===== src/rtl/dvfs_sequencer.sv =====
// DVFS step sequencer: moves the operating point one level at a time,
// raising voltage before frequency and lowering frequency before voltage.
module dvfs_sequencer #(
    parameter int RESET_LEVEL = 2,
    parameter int SETTLE_CYC  = 64,
    parameter int TIMEOUT_CYC = 1024
) (
    input  logic       clk,
    input  logic       rst,
    input  logic [2:0] target_level,
    input  logic       temp_trip,
    input  logic       vreg_ack,
    input  logic       pll_lock,
    output logic [2:0] volt_level,
    output logic       vreg_req,
    output logic [2:0] freq_level,
    output logic       pll_req,
    output logic [2:0] cur_level,
    output logic       busy,
    output logic       fault
);

    typedef enum logic [2:0] {
        IDLE,
        V_UP,
        F_UP,
        F_DN,
        V_DN,
        SETTLE
    } state_e;

    localparam logic [2:0]  RST_LVL  = 3'(RESET_LEVEL);
    localparam logic [15:0] TO_LIM   = 16'(TIMEOUT_CYC);
    localparam logic [15:0] SET_LAST =
        (SETTLE_CYC > 1) ? 16'(SETTLE_CYC - 1) : 16'd0;

    state_e      state_q, state_d;
    logic [2:0]  cur_q, cur_d;
    logic [2:0]  volt_q, volt_d;
    logic [2:0]  freq_q, freq_d;
    logic        vreq_q, vreq_d;
    logic        preq_q, preq_d;
    logic        fault_q, fault_d;
    logic [15:0] wait_q, wait_d;
    logic [15:0] settle_q, settle_d;

    logic [2:0]  eff_tgt;
    logic [2:0]  lvl_up;
    logic [2:0]  lvl_dn;
    logic [15:0] wait_inc;
    logic        waiting;
    logic        got;

    assign eff_tgt  = temp_trip ? 3'd0 : target_level;
    assign lvl_up   = (cur_q == 3'd7) ? 3'd7 : cur_q + 3'd1;
    assign lvl_dn   = (cur_q == 3'd0) ? 3'd0 : cur_q - 3'd1;
    assign wait_inc = wait_q + 16'd1;

    always_comb begin
        state_d  = state_q;
        cur_d    = cur_q;
        volt_d   = volt_q;
        freq_d   = freq_q;
        vreq_d   = vreq_q;
        preq_d   = preq_q;
        fault_d  = fault_q;
        wait_d   = wait_q;
        settle_d = settle_q;
        waiting  = 1'b0;
        got      = 1'b0;

        unique case (state_q)
            IDLE: begin
                if (eff_tgt > cur_q && !fault_q) begin
                    state_d = V_UP;
                    volt_d  = lvl_up;
                    vreq_d  = 1'b1;
                    wait_d  = '0;
                end else if (eff_tgt < cur_q) begin
                    state_d = F_DN;
                    freq_d  = lvl_dn;
                    preq_d  = 1'b1;
                    wait_d  = '0;
                end
            end
            V_UP: begin
                waiting = 1'b1;
                got     = vreg_ack;
                if (vreg_ack) begin
                    vreq_d  = 1'b0;
                    freq_d  = lvl_up;
                    preq_d  = 1'b1;
                    wait_d  = '0;
                    state_d = F_UP;
                end
            end
            F_UP: begin
                waiting = 1'b1;
                got     = pll_lock;
                if (pll_lock) begin
                    preq_d   = 1'b0;
                    cur_d    = lvl_up;
                    settle_d = '0;
                    state_d  = SETTLE;
                end
            end
            F_DN: begin
                waiting = 1'b1;
                got     = pll_lock;
                if (pll_lock) begin
                    preq_d  = 1'b0;
                    cur_d   = lvl_dn;
                    volt_d  = lvl_dn;
                    vreq_d  = 1'b1;
                    wait_d  = '0;
                    state_d = V_DN;
                end
            end
            V_DN: begin
                waiting = 1'b1;
                got     = vreg_ack;
                if (vreg_ack) begin
                    vreq_d   = 1'b0;
                    settle_d = '0;
                    state_d  = SETTLE;
                end
            end
            SETTLE: begin
                if (settle_q == SET_LAST) begin
                    state_d = IDLE;
                end else begin
                    settle_d = settle_q + 16'd1;
                end
            end
            default: state_d = IDLE;
        endcase

        // A stuck handshake drops both requests and pulls the PLL back
        // to the committed level; voltage stays where it is (safe side).
        if (waiting && !got) begin
            if (wait_inc == TO_LIM) begin
                vreq_d  = 1'b0;
                preq_d  = 1'b0;
                freq_d  = cur_q;
                fault_d = 1'b1;
                state_d = IDLE;
            end else begin
                wait_d = wait_inc;
            end
        end
    end

    always_ff @(posedge clk) begin
        if (rst) begin
            state_q  <= IDLE;
            cur_q    <= RST_LVL;
            volt_q   <= RST_LVL;
            freq_q   <= RST_LVL;
            vreq_q   <= 1'b0;
            preq_q   <= 1'b0;
            fault_q  <= 1'b0;
            wait_q   <= '0;
            settle_q <= '0;
        end else begin
            state_q  <= state_d;
            cur_q    <= cur_d;
            volt_q   <= volt_d;
            freq_q   <= freq_d;
            vreq_q   <= vreq_d;
            preq_q   <= preq_d;
            fault_q  <= fault_d;
            wait_q   <= wait_d;
            settle_q <= settle_d;
        end
    end

    assign volt_level = volt_q;
    assign vreg_req   = vreq_q;
    assign freq_level = freq_q;
    assign pll_req    = preq_q;
    assign cur_level  = cur_q;
    assign busy       = (state_q != IDLE);
    assign fault      = fault_q;

endmodule


===== config.mk =====
export PLATFORM = sky130hd
export DESIGN_NAME = dvfs_sequencer
export DESIGN_NICKNAME = d
export VERILOG_FILES = /design/src/rtl/dvfs_sequencer.sv
export SDC_FILE = /design/constraint.sdc
export NUM_CORES = 1
export LEC_CHECK = 0
export CORE_MARGIN = 1
export CORE_UTILIZATION = 40
export DETAILED_ROUTE_END_ITERATION = 8
export DONT_BUFFER_PORTS = 1
export SLEW_MARGIN = 20
export SYNTH_ARGS = -nofsm -noshare
export SYNTH_HDL_FRONTEND = slang
export SYNTH_SLANG_ARGS = --single-unit

===== constraint.sdc =====
create_clock -name clk -period 3 [get_ports clk]
set_input_delay 0.6 -clock clk [delete_from_list [all_inputs] [get_ports clk]]
set_output_delay 0.6 -clock clk [all_outputs]
set_load 0.03 [all_outputs]

==> After elaboration in Yosys (flattened, before gate mapping) <==
Index checks and enable logic that the tools add are counted.
{ "totals": {"input_bits": 8, "out_inout_bits": 13, "register_bits": 47, "word_cells": 95} }
{ "classes": {"muxes": 50, "reduce_logical": 17, "n_eq_ne": 13, "order_cmp": 2, "n_addsub": 4} }
{ "ops": {"columns": ["cell", "count"], "rows": [
  ["2-to-1 mux 16 bit", 9],
  ["one-hot mux 16 bit (3 select lines)", 2],
  ["2-to-1 mux 3 bit", 20],
  ["adder 16 x 1 -> 16 bit, second input constant", 2],
  ["one-hot mux 3 bit (2 select lines)", 3],
  ["one-hot mux 3 bit (6 select lines)", 1],
  ["== test 16 x 11 -> 1 bit, second input constant", 1],
  ["== test 16 x 6 -> 1 bit, second input constant", 1],
  ["2-to-1 mux 1 bit", 12],
  ["inequality test 2 bit, second input constant", 5],
  ["== test 3 bit, second input constant", 3],
  ["== test 3 x 2 -> 1 bit, second input constant", 2],
  ["zero test 3 bit", 2],
  ["one-hot mux 1 bit (3 select lines)", 2],
  ["AND reduction 3 bit", 2],
  ["nonzero test 3 bit", 2],
  ["AND reduction 4 bit", 1],
  ["nonzero test 2 bit", 2],
  ["OR reduction 2 bit", 2],
  ["OR reduction 4 bit", 1],
  ["adder 3 x 1 -> 3 bit, second input constant", 1],
  ["== test 3 x 1 -> 1 bit, second input constant", 1],
  ["> comparator 3 bit", 1],
  ["< comparator 3 bit", 1],
  ["5 further kinds", 7]
]} }

==> Longest topological paths before layout <==
Gate-level depths: netlist of the first run.
{ "logic_depth": {"ltp_word": 7, "ltp_mapped": 10} }

==> Worst setup path after synthesis of the first run <==
OpenSTA, ideal clock, no wires.
{ "synth_path": {"path_kind": "input to register", "start": "input target_level[1]", "end": "register wait_q[11]", "t_arrival_ns": 2.425, "required_ns": 2.880, "path_slack_ns": 0.455, "setup_ns": 0.120, "stages": 10, "cell_sequence": "nor2b_1 > ha_1 > nor2b_1 > o21a_1 > nor2_1 > o21bai_1 > a31o_2 > o211a_4 > buf_6 > a211o_1"} }
{ "synth_between": {"elab_chain_cells": 7} }
{ "synth_rtl": {"columns": ["element", "line_no", "source"], "rows": [
  ["start: declaration", "10", "input logic [2:0] target_level,"],
  ["2-to-1 mux 3 bit *", "54", "assign eff_tgt = temp_trip ? 3'd0 : target_level;"],
  ["< comparator 3 bit / > comparator 3 bit (equally long branches)", "79, 74", null],
  ["2-to-1 mux 16 bit / logical AND 1 bit (equally long branches)", "79, 74", null],
  ["2-to-1 mux 16 bit *", "74", "if (eff_tgt > cur_q && !fault_q) begin"],
  ["one-hot mux 16 bit (3 select lines) *", "72", "unique case (state_q)"],
  ["2-to-1 mux 16 bit", "141", "if (wait_inc == TO_LIM) begin"],
  ["2-to-1 mux 16 bit *", "140", "if (waiting && !got) begin"],
  ["end signal: assignment", "172", "wait_q <= wait_d;"],
  ["end: declaration", "44", "logic [15:0] wait_q, wait_d;"]
]} }
Every way passes the cells marked *; elsewhere a longest branch is shown, timed or not.
A chain may end at the register's enable or synchronous reset.

==> Final worst setup path of the first run <==
{ "layout_path": {"start": "register wait_q[4]", "end": "register wait_q[2]"} }
{ "layout_between": {"elab_chain_cells": 4} }
{ "layout_rtl": {"columns": ["element", "line_no", "source"], "rows": [
  ["adder 16 x 1 -> 16 bit", "57", "assign wait_inc = wait_q + 16'd1;"],
  ["== test 16 x 11 -> 1 bit", "141", null],
  ["2-to-1 mux 16 bit", "141", null],
  ["2-to-1 mux 16 bit", "140", null]
]} }
No other way between the ends.

==> results.json, run 1 <==
{
  "drt_pre_antenna_iters": 4,
  "cp-start-kind": "flop",
  "placed_area_um2": 2950,
  "die-height_um": 86.2,
  "cts_tree": "yes",
  "routed_via_density": 5.57,
  "ys_seq_area_share_pct": 33.2,
  "ctsLongestPathBuffers": 2,
  "ys_types": 57,
  "ys_ff_latch": 47,
  "insertedDiodeCount": 0,
  "synth_top_family_by_area": "simple AND/OR/NAND/NOR gates",
  "synthXorXnorAreaFrac_pct": 6.18,
  "gp_congestion": 0.834,
  "cts_setup_buffers": 0,
  "worstSetupEndpointType": "flop",
  "grt_remaining_overflow": 0,
  "irDropWorstVdd_mv": 0.195,
  "path_clk_slew_ps": 90,
  "cpMostUsedCell": "buf_4",
  "area_delta_synth_final_pct": 7.73,
  "fill_cells": 703,
  "die_w_um": 86.2,
  "syn-num-nets": 374,
  "rsz0062_at_grt": "false",
  "holdPathStages": 1,
  "synth_area_leader_cell": "dfxtp_1",
  "crit_type": "flop to flop",
  "reg2regPathDepth": 9,
  "synth_compound_area_share_pct": 21.1,
  "skew_ps": 10.1,
  "grt_pass1_vias": 2303,
  "async_flop_share_pct": 0,
  "arrival_ps": 2890,
  "cp_slowest_stage_delay_ps": 530,
  "worstPathRequired_ps": 3190,
  "grt_pass1_wl_um": 10800,
  "synthSimpleGateAreaFrac_pct": 27.8,
  "numCtsBuffers": 5,
  "syn_area_um2": 2830,
  "netlist_instances": 357,
  "fin_crit_ps": 2700,
  "ctsHoldBuffers": 0,
  "max_cap_violations": 0,
  "postSynthAreaPerCell_um2": 7.94,
  "yosys-top-cells-area": "dfxtp_1 (33%), nor2_1 (5.0%), nand2_1 (4.8%), ha_1 (4.0%), a21oi_1 (3.4%)",
  "initial_core_util_pct": 41.5,
  "ys.flop_type": "dfxtp_1",
  "htree_levels": 2,
  "drv_slew": 0,
  "grt_usage_pct": 18.2,
  "worstMarginPinSlew_ps": 518,
  "final_nets": 375,
  "ios": 21,
  "hold_violations": 0,
  "synth_most_common_cell": "dfxtp_1",
  "synth_top_area_share_pct": 33.2,
  "worstPathCellList": "nand4_1 -> buf_4 -> nor4_1 -> xnor2_1 -> o2111ai_2 -> o21bai_2 -> buf_4 -> nor3b_1 -> a211o_1",
  "clk_latency_ps": 300,
  "p_per_area_nw_per_um2": 543,
  "final_cell_area_um2": 3050,
  "antenna_found_initial": 0,
  "wl_um": 6420,
  "drtIter0Drc": 102,
  "cp_max_fo": 10,
  "post-route-period-util_pct": 90.0,
  "yosysWarnings": 0,
  "setup_violations": 0,
  "routedWlPerCell_um": 14.1,
  "leakage_nw": 1.13,
  "root_buffer": "clkbuf_8",
  "num_rows": 30,
  "grt_max_degree": 20,
  "dieArea_um2": 7430,
  "cts.sinks": 47,
  "max_slew_margin_pct": 65.4,
  "synth_adder_area_share_pct": 3.97,
  "status": "finished, final reports clean",
  "place_hpwl_um": 4570,
  "vias": 2528,
  "synthTopCellsByCount": "dfxtp_1 (47), nor2_1 (38), nand2_1 (36)",
  "final_antenna_net_count": 0,
  "timing.fmax_mhz": 370,
  "ctsResizeCount": 0,
  "synth_edf_count": 0,
  "hold_path_class": "input pin to flop",
  "io_buffers": 0,
  "finalSetupTns_ps": 0,
  "core_region_area_um2": 6830,
  "drcViolationCount": 0,
  "muxShareOfSynthArea_pct": 2.52,
  "worst_path_max_delay_cell": "dfxtp_1",
  "drive_above_1_share_pct": 7.82
}
-- power breakdown --
group | internal (W) | leakage [nW] | switching, W
Clock | 0.000245 | 0.0513 | 0.000215
Combinational | 0.000171 | 0.698 | 0.000263
Sequential | 0.000670 | 0.381 | 0.0000947
Total | 0.00109 | 1.13 | 0.000573
-- flip-flops by register name, indices dropped and copies added, names as in the netlist --
name / flops
cur_level: 3
state_q: 3
settle_q: 16
fault: 1
wait_q: 16
vreg_req: 1
pll_req: 1
freq_level: 3
volt_level: 3
-- per-layer routing --
layer  GRT usage (%)  up-vias  wire, µm
li1                -     1299         -
met2            28.3       60      2850
met5               0        -         0
met1            25.2     1165      3200
met4            6.36        0        63
met3            3.33        4       300
-- critical path, delay by kind of cell, from the launching register on --
family / cells / cell delay, ps
compound gates: 3 / 840
simple gates: 3 / 580
flops: 1 / 530
buf+inv: 2 / 420
xor+xnor: 1 / 210
-- logic make-up after synthesis --
kind of cell | Yosys count
AO/OA/AOI/OAI | 83
XOR/XNOR | 20
adder cells (fa/ha/maj) | 9
buffers and inverters | 32
flip-flops | 47
multiplexers | 7
AND/OR/NAND/NOR | 159
-- worst paths after layout --
path,start,endpoint,slack (ps)
min,rst,volt_level[0],350
min reg2reg,settle_q[1],settle_q[1],490
max,wait_q[4],wait_q[2],300
max reg2reg,wait_q[4],wait_q[2],300
-- cell usage in the layout, fill, tap and decap left out, types with 10 or more instances in the layout --
| cell type | instances |
|---|---|
| dfxtp_1 | 47 |
| nor2_1 | 38 |
| nand2_1 | 36 |
| a21oi_1 | 19 |
| nor3_1 | 15 |
| o21ai_0 | 15 |
| inv_1 | 14 |
| nand3_1 | 13 |
| nand4_1 | 12 |
| buf_4 | 12 |
| xor2_1 | 10 |
| xnor2_1 | 10 |
-- through the flow --
step | util [%] | total power [W] | std cells | setup slack [ps] | hold slack, ps
floorplan | - | 0.00111 | 357 | 455 | 458
global placement | 43.2 | 0.00120 | 447 | 336 | 471
detailed placement | 43.2 | 0.00121 | 447 | 282 | 479
CTS | 44.7 | 0.00168 | 454 | 309 | 341
global route | 44.7 | 0.00175 | 454 | 58.2 | 337
finish | 44.7 | 0.00166 | 454 | 299 | 354
-- area by class of cell --
type	instances	area, µm²	area share [%]
inverters	14	52.6	1.72
flip-flops and latches	47	941	30.8
repair buffers	12	90.1	2.95
clock buffers	6	72.6	2.38
well taps	96	120	3.93
clock inverters	1	30.0	0.984
multi-input cells	278	1750	57.2
(Power assumes the default switching activity.)
==> run 2: changes to the inputs <==
Settings changed: RECOVER_POWER set to 100.
==> results.json, run 2 (synthesized netlist as in run 1, its figures left out) <==
{
  "status": "finished, final reports clean",
  "io_buffers": 0,
  "grt_pass1_wl_um": 10800,
  "fin_crit_ps": 2740,
  "grt_max_degree": 20,
  "initial_core_util_pct": 41.5,
  "arrival_ps": 2930,
  "hold_violations": 0,
  "ctsResizeCount": 0,
  "dieArea_um2": 7430,
  "rrSetupSlack_ps": 260,
  "p_per_area_nw_per_um2": 543,
  "min_from": "rst",
  "timing.rr.end": "wait_q[5]",
  "wl_met3_um": 312,
  "worstSetupEndpointType": "flop",
  "reg2regPathDepth": 7,
  "cp_max_fo": 14,
  "clk_latency_ps": 300,
  "final_cell_mix": "dfxtp_1 (47), nor2_1 (38), nand2_1 (36), a21oi_1 (19)",
  "ctsHoldBuffers": 0,
  "cp-start-kind": "flop",
  "path_clk_slew_ps": 90,
  "cts.sinks": 47,
  "final_common_cell": "dfxtp_1",
  "crit_type": "flop to flop",
  "wl_met1_um": 3190,
  "hold_path_class": "input pin to flop",
  "final_antenna_net_count": 0,
  "grt_usage_pct": 18.2,
  "rsz0062_at_grt": "false",
  "area_delta_synth_final_pct": 6.31,
  "placed_area_um2": 2950,
  "irDropWorstVdd_mv": 0.192,
  "gp_congestion": 0.834,
  "ctsLongestPathBuffers": 2,
  "numCtsBuffers": 5,
  "finalSetupTns_ps": 0,
  "vias": 2522,
  "timing.fmax_mhz": 365,
  "final_cell_area_um2": 3010,
  "antenna_found_initial": 0,
  "cts_setup_buffers": 0,
  "worstPathRequired_ps": 3190,
  "skew_ps": 7.56,
  "wl_met2_um": 2830,
  "routed_via_density": 5.56,
  "htree_levels": 2,
  "hold_end": "volt_level[0]",
  "fin_ws_ps": 264,
  "drcViolationCount": 0,
  "insertedDiodeCount": 0,
  "drv_slew": 0,
  "die_w_um": 86.2,
  "core_region_area_um2": 6830,
  "post-route-period-util_pct": 91.2,
  "final_nets": 375,
  "worstMarginPinSlew_ps": 706,
  "cts_tree": "yes",
  "reg.largest.list": "settle_q x16, wait_q x16",
  "max_slew_margin_pct": 52.9,
  "grt_pass1_vias": 2303,
  "top_layer": "met4",
  "r2r-start": "wait_q[4]",
  "root_buffer": "clkbuf_8",
  "drt_pre_antenna_iters": 4,
  "p_total_w": 0.00164,
  "final_core_util_pct": 44.1,
  "dp_slack_ps": 282,
  "grt_remaining_overflow": 0,
  "die-height_um": 86.2,
  "setup_violations": 0,
  "leakage_nw": 1.11,
  "wl_um": 6390,
  "drive_above_1_share_pct": 5.59,
  "drtIter0Drc": 121,
  "num_rows": 30,
  "ios": 21,
  "fill_cells": 720,
  "max_cap_violations": 0,
  "routedWlPerCell_um": 14.1,
  "place_hpwl_um": 4570,
  "holdPathStages": 1
}
run 2: cell types whose count changed in the layout (fill, tap and decap cells not counted), sizes merged:
cell / before / now
buf: 12 / 5
clkbuf: 6 / 13
run 2: layout make-up:
type | instances | area, µm² | area share [%]
tap | 96 | 120 | 3.99
clock buffer | 6 | 72.6 | 2.41
inverter | 14 | 52.6 | 1.74
sequential | 47 | 941 | 31.2
clock inverter | 1 | 30.0 | 0.997
timing repair buffer | 12 | 65.1 | 2.16
multi-input combinational | 278 | 1730 | 57.5
run 2: worst max path at each step:
stage / start / end / slack [ps] / cells past startpoint
after floorplan: target_level[1] / wait_q[11] / 460 / 10
after global placement: target_level[1] / wait_q[5] / 340 / 9
after detailed placement: target_level[1] / wait_q[5] / 280 / 9
after CTS: wait_q[4] / wait_q[2] / 310 / 9
after global routing: wait_q[0] / wait_q[3] / 30 / 9
final: wait_q[4] / wait_q[5] / 260 / 7
run 2: layer usage:
layer	global-route usage [%]	vias up
met5	0	-
met4	6.36	0
met3	3.33	4
met2	28.3	55
met1	25.2	1160
li1	-	1303
run 2: critical path: stages, from the launching register on:
cell,delay [ps]
dfxtp_1,530
nand4_1,210
or4_4,590
nor3b_1,170
o2111ai_2,260
nor2_2,60
o211a_1,400
a221o_1,410
run 2: report_power, final:
group	switching, W	leakage [nW]	total (W)	internal, W
Combinational	0.000261	0.678	0.000415	0.000155
Sequential	0.0000944	0.381	0.000764	0.000670
Clock	0.000213	0.0513	0.000458	0.000245
Total	0.000568	1.11	0.00164	0.00107
run 2: stage by stage:
stage          std cells  hold slack, ps
4_1_cts              454             341
6_report             454             357
2_1_floorplan        357             458
3_3_place_gp         447             471
5_1_grt              454             337
3_5_place_dp         447             479
